<file path="config.mk">
export PLATFORM = sky130hd
export DESIGN_NAME = time_digit_counter
export DESIGN_NICKNAME = d
export VERILOG_FILES = /design/src/rtl/time_digit_counter_pkg.sv /design/src/rtl/time_digit_counter_bcd_digit.sv /design/src/rtl/time_digit_counter.sv
export SDC_FILE = /design/constraint.sdc
export NUM_CORES = 1
export LEC_CHECK = 0
export BUFFER_PORTS_ARGS = -buffer_cell sky130_fd_sc_hd__buf_4
export CAP_MARGIN = 20
export CORE_MARGIN = 2
export CORE_UTILIZATION = 33
export CTS_CLUSTER_SIZE = 24
export DETAILED_ROUTE_END_ITERATION = 12
export HOLD_SLACK_MARGIN = 0.1
export PLACE_DENSITY = 0.6
export SLEW_MARGIN = 10
export SYNTH_ARGS = -nofsm -noshare
export SYNTH_HDL_FRONTEND = slang
export SYNTH_SLANG_ARGS = --single-unit
export TNS_END_PERCENT = 20
</file>
<file path="constraint.sdc">
create_clock -name CLK -period 2.53 [get_ports CLK]
set_clock_uncertainty 0.05 [all_clocks]
set_input_delay 0.1265 -clock CLK [delete_from_list [all_inputs] [get_ports CLK]]
set_output_delay 0.1265 -clock CLK [all_outputs]
set_load 0.01 [all_outputs]
</file>
<file path="src/rtl/time_digit_counter_pkg.sv">
// rtl/time_digit_counter_pkg.sv - shared constants and digit helpers for the BCD time counter
package time_digit_counter_pkg;

  // Width of one BCD digit and the largest legal digit value
  localparam int DIGIT_W = 4;
  localparam int DIGIT_MAX = 9;

  // Width of the binary value built from the two digits (enough for 0..99 plus illegal codes)
  localparam int VAL_W = 7;

  // Tens digit of a small constant, found by comparison so no divider is needed
  function automatic int tensOf(input int v);
    int t;
    t = 0;
    for (int i = 1; i <= 10; i++) begin
      if (v >= 10 * i) t = i;
    end
    return t;
  endfunction

  // Ones digit of a small constant
  function automatic int onesOf(input int v);
    return v - 10 * tensOf(v);
  endfunction

endpackage

</file>
<file path="src/rtl/time_digit_counter_bcd_digit.sv">
// rtl/time_digit_counter_bcd_digit.sv - single up/down BCD digit with clear, load and carry/borrow
module bcd_digit
  import time_digit_counter_pkg::*;
#(
  parameter int W = DIGIT_W,
  parameter int MAX = DIGIT_MAX,
  parameter int RST_VAL = 0
) (
  input  logic         clk,
  input  logic         rstN,
  input  logic         en,
  input  logic         dir,
  input  logic         clr,
  input  logic         load,
  input  logic [W-1:0] loadVal,
  output logic [W-1:0] digit,
  output logic         carry
);

  localparam logic [W-1:0] MAX_D = W'(MAX);
  localparam logic [W-1:0] RST_D = W'(RST_VAL);

  // Digit register: clear beats load beats step; stepping wraps between 0 and MAX
  always_ff @(posedge clk or negedge rstN) begin
    if (!rstN) begin
      digit <= RST_D;
    end else if (clr) begin
      digit <= RST_D;
    end else if (load) begin
      digit <= loadVal;
    end else if (en) begin
      if (dir) begin
        digit <= (digit == '0) ? MAX_D : digit - 1'b1;
      end else begin
        digit <= (digit == MAX_D) ? '0 : digit + 1'b1;
      end
    end
  end

  // Carry (up) or borrow (down) into the next digit, only while this digit is stepping
  assign carry = en & (dir ? (digit == '0) : (digit == MAX_D));

endmodule

</file>
<file path="src/rtl/time_digit_counter.sv">
// rtl/time_digit_counter.sv - two-digit BCD modulo counter with load, clear, wrap pulse and terminal count
module time_digit_counter
  import time_digit_counter_pkg::*;
#(
  parameter int MOD = 60,
  parameter int TENS_W = 3,
  parameter int RESET_VAL = 0
) (
  input  logic               CLK,
  input  logic               RST_N,
  input  logic               EN,
  input  logic               DIR,
  input  logic               CLR,
  input  logic               LOAD,
  input  logic [DIGIT_W-1:0] LOAD_ONES,
  input  logic [TENS_W-1:0]  LOAD_TENS,
  output logic [DIGIT_W-1:0] ONES,
  output logic [TENS_W-1:0]  TENS,
  output logic               TC,
  output logic               OVF,
  output logic               LOAD_ERR
);

  // Digits of the top count, used when wrapping downward or recovering from a bad state
  localparam logic [DIGIT_W-1:0] TOP_ONES = DIGIT_W'(onesOf(MOD - 1));
  localparam logic [TENS_W-1:0]  TOP_TENS = TENS_W'(tensOf(MOD - 1));
  localparam logic [VAL_W-1:0]   MOD_V    = VAL_W'(MOD);
  localparam logic [VAL_W-1:0]   TOP_V    = VAL_W'(MOD - 1);
  localparam logic [DIGIT_W-1:0] ONES_MAX = DIGIT_W'(DIGIT_MAX);

  logic [VAL_W-1:0]   curVal;
  logic [VAL_W-1:0]   loadBin;
  logic               loadOk;
  logic               illegal;
  logic               atTop;
  logic               atZero;
  logic               wrapHit;

  logic               onesEn;
  logic               tensEn;
  logic               onesLoad;
  logic               tensLoad;
  logic [DIGIT_W-1:0] onesLoadVal;
  logic [TENS_W-1:0]  tensLoadVal;
  logic               onesCarry;
  logic               unusedTensCarry;
  logic               wrapNow;
  logic               loadReject;

  // Binary views of the current and requested values for all MOD comparisons
  assign curVal  = VAL_W'(TENS) * VAL_W'(10) + VAL_W'(ONES);
  assign loadBin = VAL_W'(LOAD_TENS) * VAL_W'(10) + VAL_W'(LOAD_ONES);

  assign loadOk  = (LOAD_ONES <= ONES_MAX) && (loadBin < MOD_V);
  assign illegal = (ONES > ONES_MAX) || (curVal >= MOD_V);
  assign atTop   = (curVal == TOP_V);
  assign atZero  = (curVal == '0);
  assign wrapHit = DIR ? atZero : atTop;

  // Terminal count lets the next stage step on the very same edge as this one wraps
  assign TC = EN & ~CLR & ~LOAD & wrapHit;

  // Per-cycle action select: clear, then load, then count; wraps and recovery reuse the digit load path
  always_comb begin
    onesEn      = 1'b0;
    onesLoad    = 1'b0;
    tensLoad    = 1'b0;
    onesLoadVal = '0;
    tensLoadVal = '0;
    wrapNow     = 1'b0;
    loadReject  = 1'b0;
    if (!CLR) begin
      if (LOAD) begin
        if (loadOk) begin
          onesLoad    = 1'b1;
          tensLoad    = 1'b1;
          onesLoadVal = LOAD_ONES;
          tensLoadVal = LOAD_TENS;
        end else begin
          loadReject = 1'b1;
        end
      end else if (EN) begin
        if (illegal || wrapHit) begin
          onesLoad    = 1'b1;
          tensLoad    = 1'b1;
          onesLoadVal = DIR ? TOP_ONES : '0;
          tensLoadVal = DIR ? TOP_TENS : '0;
          wrapNow     = ~illegal;
        end else begin
          onesEn = 1'b1;
        end
      end
    end
  end

  // The tens digit only moves when the ones digit rolls over on a normal step
  assign tensEn = onesEn & onesCarry;

  bcd_digit #(
    .W      (DIGIT_W),
    .MAX    (DIGIT_MAX),
    .RST_VAL(onesOf(RESET_VAL))
  ) onesDigit (
    .clk    (CLK),
    .rstN   (RST_N),
    .en     (onesEn),
    .dir    (DIR),
    .clr    (CLR),
    .load   (onesLoad),
    .loadVal(onesLoadVal),
    .digit  (ONES),
    .carry  (onesCarry)
  );

  // Tens never reaches its own limit while stepping because the MOD wrap is taken first
  bcd_digit #(
    .W      (TENS_W),
    .MAX    (tensOf(MOD - 1)),
    .RST_VAL(tensOf(RESET_VAL))
  ) tensDigit (
    .clk    (CLK),
    .rstN   (RST_N),
    .en     (tensEn),
    .dir    (DIR),
    .clr    (CLR),
    .load   (tensLoad),
    .loadVal(tensLoadVal),
    .digit  (TENS),
    .carry  (unusedTensCarry)
  );

  // Registered one-cycle pulses for a genuine wrap and for a rejected load
  always_ff @(posedge CLK or negedge RST_N) begin
    if (!RST_N) begin
      OVF      <= 1'b0;
      LOAD_ERR <= 1'b0;
    end else begin
      OVF      <= wrapNow;
      LOAD_ERR <= loadReject;
    end
  end

endmodule

</file>
# Word level (Yosys, flattened, before mapping)
# Cells that the tools add are included.
dict set report totals {
  inputBits 13
  elab_cells 75
  out_inout_bits 10
  reg_bits 9
}
dict set report classes {
  n_reduce_logical 8
  n_lt_le_gt_ge 4
  multipliers 2
  mux 40
  bitwise 8
  eq_ne 3
  n_addsub 6
}
# operator n
set ops {}
lappend ops {{$mux 4} 11}
lappend ops {{$mux 3} 11}
lappend ops {{$mux 1} 18}
lappend ops {{$add 7x4->7} 2}
lappend ops {{$mul 3x3->6 const B} 2}
lappend ops {{$eq 7x6->1 const B} 1}
lappend ops {{$ge 7x6->1 const B} 1}
lappend ops {{$logic_not 7->1} 1}
lappend ops {{$lt 7x6->1 const B} 1}
lappend ops {{$reduce_bool 3->1} 2}
lappend ops {{$and 1x1->1} 5}
lappend ops {{$add 4x1->4 const B} 1}
lappend ops {{$eq 4x4->1 const B} 1}
lappend ops {{$gt 4x4->1 const B} 1}
lappend ops {{$le 4x4->1 const B} 1}
lappend ops {{$logic_not 4->1} 1}
lappend ops {{$sub 4x1->4 const B} 1}
lappend ops {{$add 3x1->3 const B} 1}
lappend ops {{$eq 3x3->1 const B} 1}
lappend ops {{$logic_not 3->1} 1}
lappend ops {{$not 1->1} 3}
lappend ops {{$sub 3x1->3 const B} 1}
lappend ops {{$logic_or 1x1->1} 2}
lappend ops {{$logic_and 1x1->1} 1}

# Longest topological paths before layout
dict set report depth {
  depth_word 14
  depth_mapped 10
  ltp_nobuf 10
}

# Hierarchy
# A second synthesis with hierarchy kept.
dict set report unflattened {
  cells_unflattened 172
  hier_area_um2 1446.4
}
# mod seq_area_each_um2 n_inst area_per_inst_um2 cells_each
set modules_own_cells {}
lappend modules_own_cells {time_digit_counter 50.0 1 739.5 89}
lappend modules_own_cells {{bcd_digit at onesDigit} 100.1 1 442.9 53}
lappend modules_own_cells {{bcd_digit at tensDigit} 75.1 1 264.0 30}

# Worst setup path before layout
# No wires, ideal clock.
dict set report synth_timing {
  path_type {register -> register}
  from {reg tensDigit.digit[0]}
  to {reg tensDigit.digit[1]}
  setup_slack_ps -309
  path_buffers 0
  arrival_time_ps 2690
  period_less_slack_ps 2839
  setup_time_ps 99
  stages_incl_launch_ff 11
  cell_sequence {dfrtp_1 ha_1 ha_1 ha_1 nand2_1 o311ai_1 nor2_1 a311o_1 a21o_4 a211o_1 a311oi_1}
}
dict set report synth_via {
  elab_chain_cells 12
  word_cells_on_any_way 32
  cone_classes {add/sub (3); mul (1); order compare (1); eq/ne (2); mux (18); bitwise (2); reduce/logical (5)}
}
# element line_no
set synth_lines {}
lappend synth_lines {{start, declared} time_digit_counter_bcd_digit.sv:16} ;# output logic [W-1:0] digit,
lappend synth_lines {{start signal, assigned} time_digit_counter_bcd_digit.sv:30} ;# digit <= loadVal;
lappend synth_lines {{start signal, assigned} time_digit_counter_bcd_digit.sv:33} ;# digit <= (digit == '0) ? MAX_D : digit - 1'b1;
lappend synth_lines {{start signal, assigned} time_digit_counter_bcd_digit.sv:35} ;# digit <= (digit == MAX_D) ? '0 : digit + 1'b1;
lappend synth_lines {{$mul 3x3->6} time_digit_counter.sv:51} ;# assign curVal = VAL_W'(TENS) * VAL_W'(10) + VAL_W'(ONES);
lappend synth_lines {{$add 7x4->7} time_digit_counter.sv:51}
lappend synth_lines {{$ge 7x6->1, or another cell as far along} time_digit_counter.sv:55} ;# assign illegal = (ONES > ONES_MAX) || (curVal >= MOD_V);
lappend synth_lines {{$logic_or 1x1->1 or $mux 1 (tied branches)} {time_digit_counter.sv:55, time_digit_counter.sv:58}}
lappend synth_lines {{$logic_or 1x1->1} time_digit_counter.sv:83} ;# if (illegal || wrapHit) begin
lappend synth_lines {{$mux 1} time_digit_counter.sv:83}
lappend synth_lines {{$mux 1} time_digit_counter.sv:82} ;# end else if (EN) begin
lappend synth_lines {{$mux 1} time_digit_counter.sv:73} ;# if (LOAD) begin
lappend synth_lines {{$mux 1} time_digit_counter.sv:72} ;# if (!CLR) begin
lappend synth_lines {{$and 1x1->1} time_digit_counter_bcd_digit.sv:41} ;# assign carry = en & (dir ? (digit == '0) : (digit == MAX_D));
lappend synth_lines {{$and 1x1->1} time_digit_counter.sv:97} ;# assign tensEn = onesEn & onesCarry;
lappend synth_lines {{$reduce_bool 3->1 (no source line)} --}
# Parallel ways exist; a longest one is shown, timed or not. The select of a mux whose other input is x is not followed.
# A chain may end at the register's enable or synchronous reset.

# Final worst setup path
dict set report layout_timing {
  from {reg tensDigit.digit[0]}
  to {reg onesDigit.digit[2]}
}
dict set report layout_via {
  elab_chain_cells 11
  word_cells_on_any_way 22
  cone_classes {add/sub (1); mul (1); order compare (1); eq/ne (1); mux (14); reduce/logical (4)}
}
# element line_no
set layout_lines {}
lappend layout_lines {{$mul 3x3->6 *} time_digit_counter.sv:51}
lappend layout_lines {{$add 7x4->7 *} time_digit_counter.sv:51}
lappend layout_lines {{$ge 7x6->1, or another cell as far along} time_digit_counter.sv:55}
lappend layout_lines {{$logic_or 1x1->1 or $mux 1 (tied branches)} {time_digit_counter.sv:55, time_digit_counter.sv:58}}
lappend layout_lines {{$logic_or 1x1->1 *} time_digit_counter.sv:83}
lappend layout_lines {{$mux 1} time_digit_counter.sv:83}
lappend layout_lines {{$mux 1} time_digit_counter.sv:82}
lappend layout_lines {{$mux 1} time_digit_counter.sv:73}
lappend layout_lines {{$mux 1} time_digit_counter.sv:72}
lappend layout_lines {{$mux 4} time_digit_counter_bcd_digit.sv:29} ;# end else if (load) begin
lappend layout_lines {{$mux 4} time_digit_counter_bcd_digit.sv:27} ;# end else if (clr) begin
lappend layout_lines {{end signal, assigned} time_digit_counter_bcd_digit.sv:30}
lappend layout_lines {{end signal, assigned} time_digit_counter_bcd_digit.sv:33}
lappend layout_lines {{end signal, assigned} time_digit_counter_bcd_digit.sv:35}
lappend layout_lines {{end, declared} time_digit_counter_bcd_digit.sv:16}
# Mark *: on every way between the ends. The rest lies on a longest branch, timed or not.

==> results.txt <==
* Post-synth net total: 187
- Static Leak: 0.805 nW
- Including well taps, the total number of placed cells is 246.
- The die is 65.2 µm tall.
- For this run, the detailed router's first-pass iteration total came to 4.
- After detailed routing, the number of vias per cell comes to 5.56.
* Number of nets in the layout: 233
- Total of fill cells in the finished design: 343
* Die outline width: 65.2 µm
* Max-cap violation count: 0
- Port-buffer cells: 22
- Capturing point of the worst reg2reg path: onesDigit.digit[2]
- Final setup margin: -0.149 ns
* Wire per inst: 15.0 µm
- Measured on the finished design, the core utilization comes to 0.512.
* Min Tclk post-route: 2.68 ns
* Hold path cells: 3
* Sum Neg Setup Slack: -0.822 ns
- After clock tree synthesis, the clock-pin slew on the worst setup and hold paths is 0.06 ns.
* Cell type with the largest total area after synthesis: dfrtp_1
- Most used flip-flop cell after synthesis: dfrtp_1
- 0 antenna diodes ended up in the layout.
- At the worst endpoint, the required time is 2.62 ns.
- The clock reaches the later pin of the worst-skew pair after 0.24 ns.
- The total area inside the core boundary comes to 0.00363 mm².
- Aggregate global-route resource usage: 0.189
* CTS tree: built
* Cells taking the most area after synthesis: dfrtp_1, ha_1, nand2_1
* Number of synthesis warnings: 0
- WP data arrival: 2.77 ns
- In this run the worst path has a maximum fanout of 3.
- Final clock period utilization by the worst path: 1.06
- Across all register-to-register paths, the minimum setup slack is -0.15 ns.
* Outcome: finished, violations left
- The number of hold violations in the final report came to 0.
- Remaining global-route overflow: 0
- The routed layout has 1402 vias.
- The floorplan has 22 rows.
- Once the clock tree was built, the setup fixing pass inserted 0 buffers.
- The number of antenna violations at the first check in global routing was 0.
- In the final layout, the multi-input gates occupy 0.00114 mm².
- The most critical setup path has its startpoint at tensDigit.digit[0].
* Normalized max-slew margin: 0.761
- Setup repair after global routing could not meet its margin everywhere.
- Before CTS, the worst setup slack after placement is -0.243 ns.
* Synthesized area per cell: 7.77 µm²
- By instance count, the cell type seen most on the critical path is ha_4.
- Initial DRC Count: 64
* H-Tree Level Count: 1
- For this run, design rule violations remaining after detail routing come to 0.
* Clock buffer count from CTS: 3
- For this configuration, the core starts out at a cell density of 0.340.
- Summed over all layers, the routed wires come to 3790 µm.
- Setup violations remaining at the end of the flow were counted as 7.
- The slowest stage of the critical path belongs to the cell dfrtp_2.
- Counting every sink on the clock net gives 9.
* Power density cells: 606 mW/mm²
- Sink of the worst hold path: onesDigit.digit[0]
- Die area: 0.00425 mm²
- For met2 alone, demand over resource in global routing was 0.351.
* Maximum number of pins on one net before global-route repair: 20
- Count of flip-flops with a built-in enable after synthesis: 0
- The via count of the first global-routing pass is 1375.
- CTS placed an instance of clkbuf_8 at the clock tree root.
- The share of the Yosys chip area taken by registers is 0.182.
* Fmax: 373 MHz
- Proportion of synthesized flip-flops having asynchronous set or reset: 1.00
- Share of the synthesized area in the top cell type: 0.182
* Netlist cell types: 47
- Post-synthesis instance area: 0.00124 mm²
- The checks that failed: setup timing.
- Classification of the worst setup path: reg2reg
- The first global-routing pass estimated 6320 µm of wire.
* Worst hold-check path type: in2reg
- The worst-case IR drop observed on VDD is 0.000220 V.
* Actual slew at the worst max-slew pin: 0.357 ns
- Number of buffers on the longest clock path: 2
* Category of the worst setup path capture point: flip-flop
* IO Count: 23
* R2R cell count: 11
- For this run, the slowest stage of the critical path takes 0.44 ns.
* Worst Min Path Start: LOAD_ONES[0]
* Number of instances in the synthesized netlist: 159
* Max Transition Viols Final: 0
* Flip-flop and latch count after synthesis: 9
- Post-layout instance area: 0.00186 mm²
- After detailed placement, the total cell area comes to 0.00169 mm².
- Synth-to-layout area growth: 50.5%
- In this run the most used layer during global routing was met2.
* Cell-by-cell listing of the critical path: ha_4 -> ha_4 -> ha_4 -> nand2_2 -> o311ai_4 -> nor2_1 -> a311o_1 -> a32oi_2 -> buf_4 -> nand4_1 -> a221oi_2
- Post-layout instance count excluding filler cells: 252
- Summed over all nets, the half-perimeter wirelength after detailed placement is 2950 µm.
* Share of layout cells above drive strength 1: 0.402
- Final weighted congestion in routability-driven placement: 0.891
- For this run, global-route usage on met1 was measured as 0.230.
- Met3 Use GR: 0.0120
- Startpoint class of the critical path: flip-flop
- Remaining antenna violation count: 0
- The worst register-to-register path begins at tensDigit.digit[0].
- Area used by sequential logic in the layout: 228 µm²
final cells by class:
cell class / count / area share
clock buffer: 3 / 0.0222
sequential: 9 / 0.122
tap: 48 / 0.0323
clock inverter: 1 / 0.00269
timing repair buffer: 47 / 0.192
multi-input combinational: 136 / 0.612
inverter: 8 / 0.0161
cells in the mapped netlist (2+ instances only):
master     n
xnor2_1    3
inv_1      8
a31oi_1    2
fa_1       2
xor2_1     5
nand2b_1   3
a311oi_1   3
nand3_1    8
and2_1     3
a21oi_1   12
nor3b_1    3
nor3_1     4
o22ai_1    3
mux2i_1    2
nand2_1   17
or3_1      2
nand4_1    2
nor2_1    12
a32oi_1    2
ha_1      13
clkbuf_1   5
a211oi_1   5
o21ai_0    8
dfrtp_1    9
through the flow:
step                      power (mW)  hold WS [ns]
final                           1.13         0.128
after global routing            1.20         0.138
after CTS                       1.10         0.133
after detailed placement       0.844       -0.0909
after global placement         0.827       -0.0916
after floorplan                0.614        -0.219
registers in the layout, indices dropped and copies added (netlist names):
register / cells
LOAD_ERR: 1
OVF: 1
onesDigit.digit: 4
tensDigit.digit: 3
cells in the final DEF (no fill, tap or decap), drive strengths merged, types with 4 or more instances in the layout:
cell and instances:
buf 45, nand2 17, ha 13, nor2 12
a21oi 12, dfrtp 9, inv 8, o21ai 8
nand3 8, xor2 5, a211oi 5, nor3 4
timing repair:
| action | in CTS | in global routing |
|---|---|---|
| endpoints found under the setup margin | 8 | 8 |
| gates resized for setup | 12 | 4 |
| hold buffers | 2 | 0 |
| pin swaps | 2 | 2 |
| endpoints found under the hold margin | 15 | 0 |
metal layers:
| metal | vias up | wire [µm] |
|---|---|---|
| met1 | 666 | 1640 |
| met2 | 47 | 1960 |
| met3 | 4 | 146 |
| met5 | - | 0 |
| met4 | 0 | 44 |
| li1 | 685 | - |
power by group:
group          total, mW  internal, mW  switching (mW)
logic              0.757         0.365           0.392
registers          0.195         0.166          0.0296
clock network      0.176         0.108          0.0682
worst max path at each step:
stage	endpoint	slack, ns	cells after the start
detailed placement	tensDigit.digit[1]	-0.24	10
finish	onesDigit.digit[2]	-0.15	11
global route	onesDigit.digit[2]	-0.25	12
floorplan	tensDigit.digit[1]	-0.05	9
global placement	tensDigit.digit[1]	-0.18	10
CTS	tensDigit.digit[1]	-0.16	9
cells by family (layout without fill, tap and decap cells):
group	count (synthesis)	after routing	synth area share
AND/OR/NAND/NOR	58	58	0.232
AO/OA/AOI/OAI	52	52	0.298
adder cells (fa/ha/maj)	15	15	0.164
buffers and inverters	14	59	0.0425
flip-flops	9	9	0.182
XOR/XNOR	8	8	0.0567
multiplexers	3	3	0.0253
critical path, delay by kind of cell, from the launching register on:
family                     cells  cell delay (ns)
AOI/OAI and AO/OA              4             1.10
buffers and inverters          1             0.15
DFF                            1             0.44
adders and majority gates      3             0.58
and+or+nand+nor                3             0.25
(Power assumes the default switching activity.)
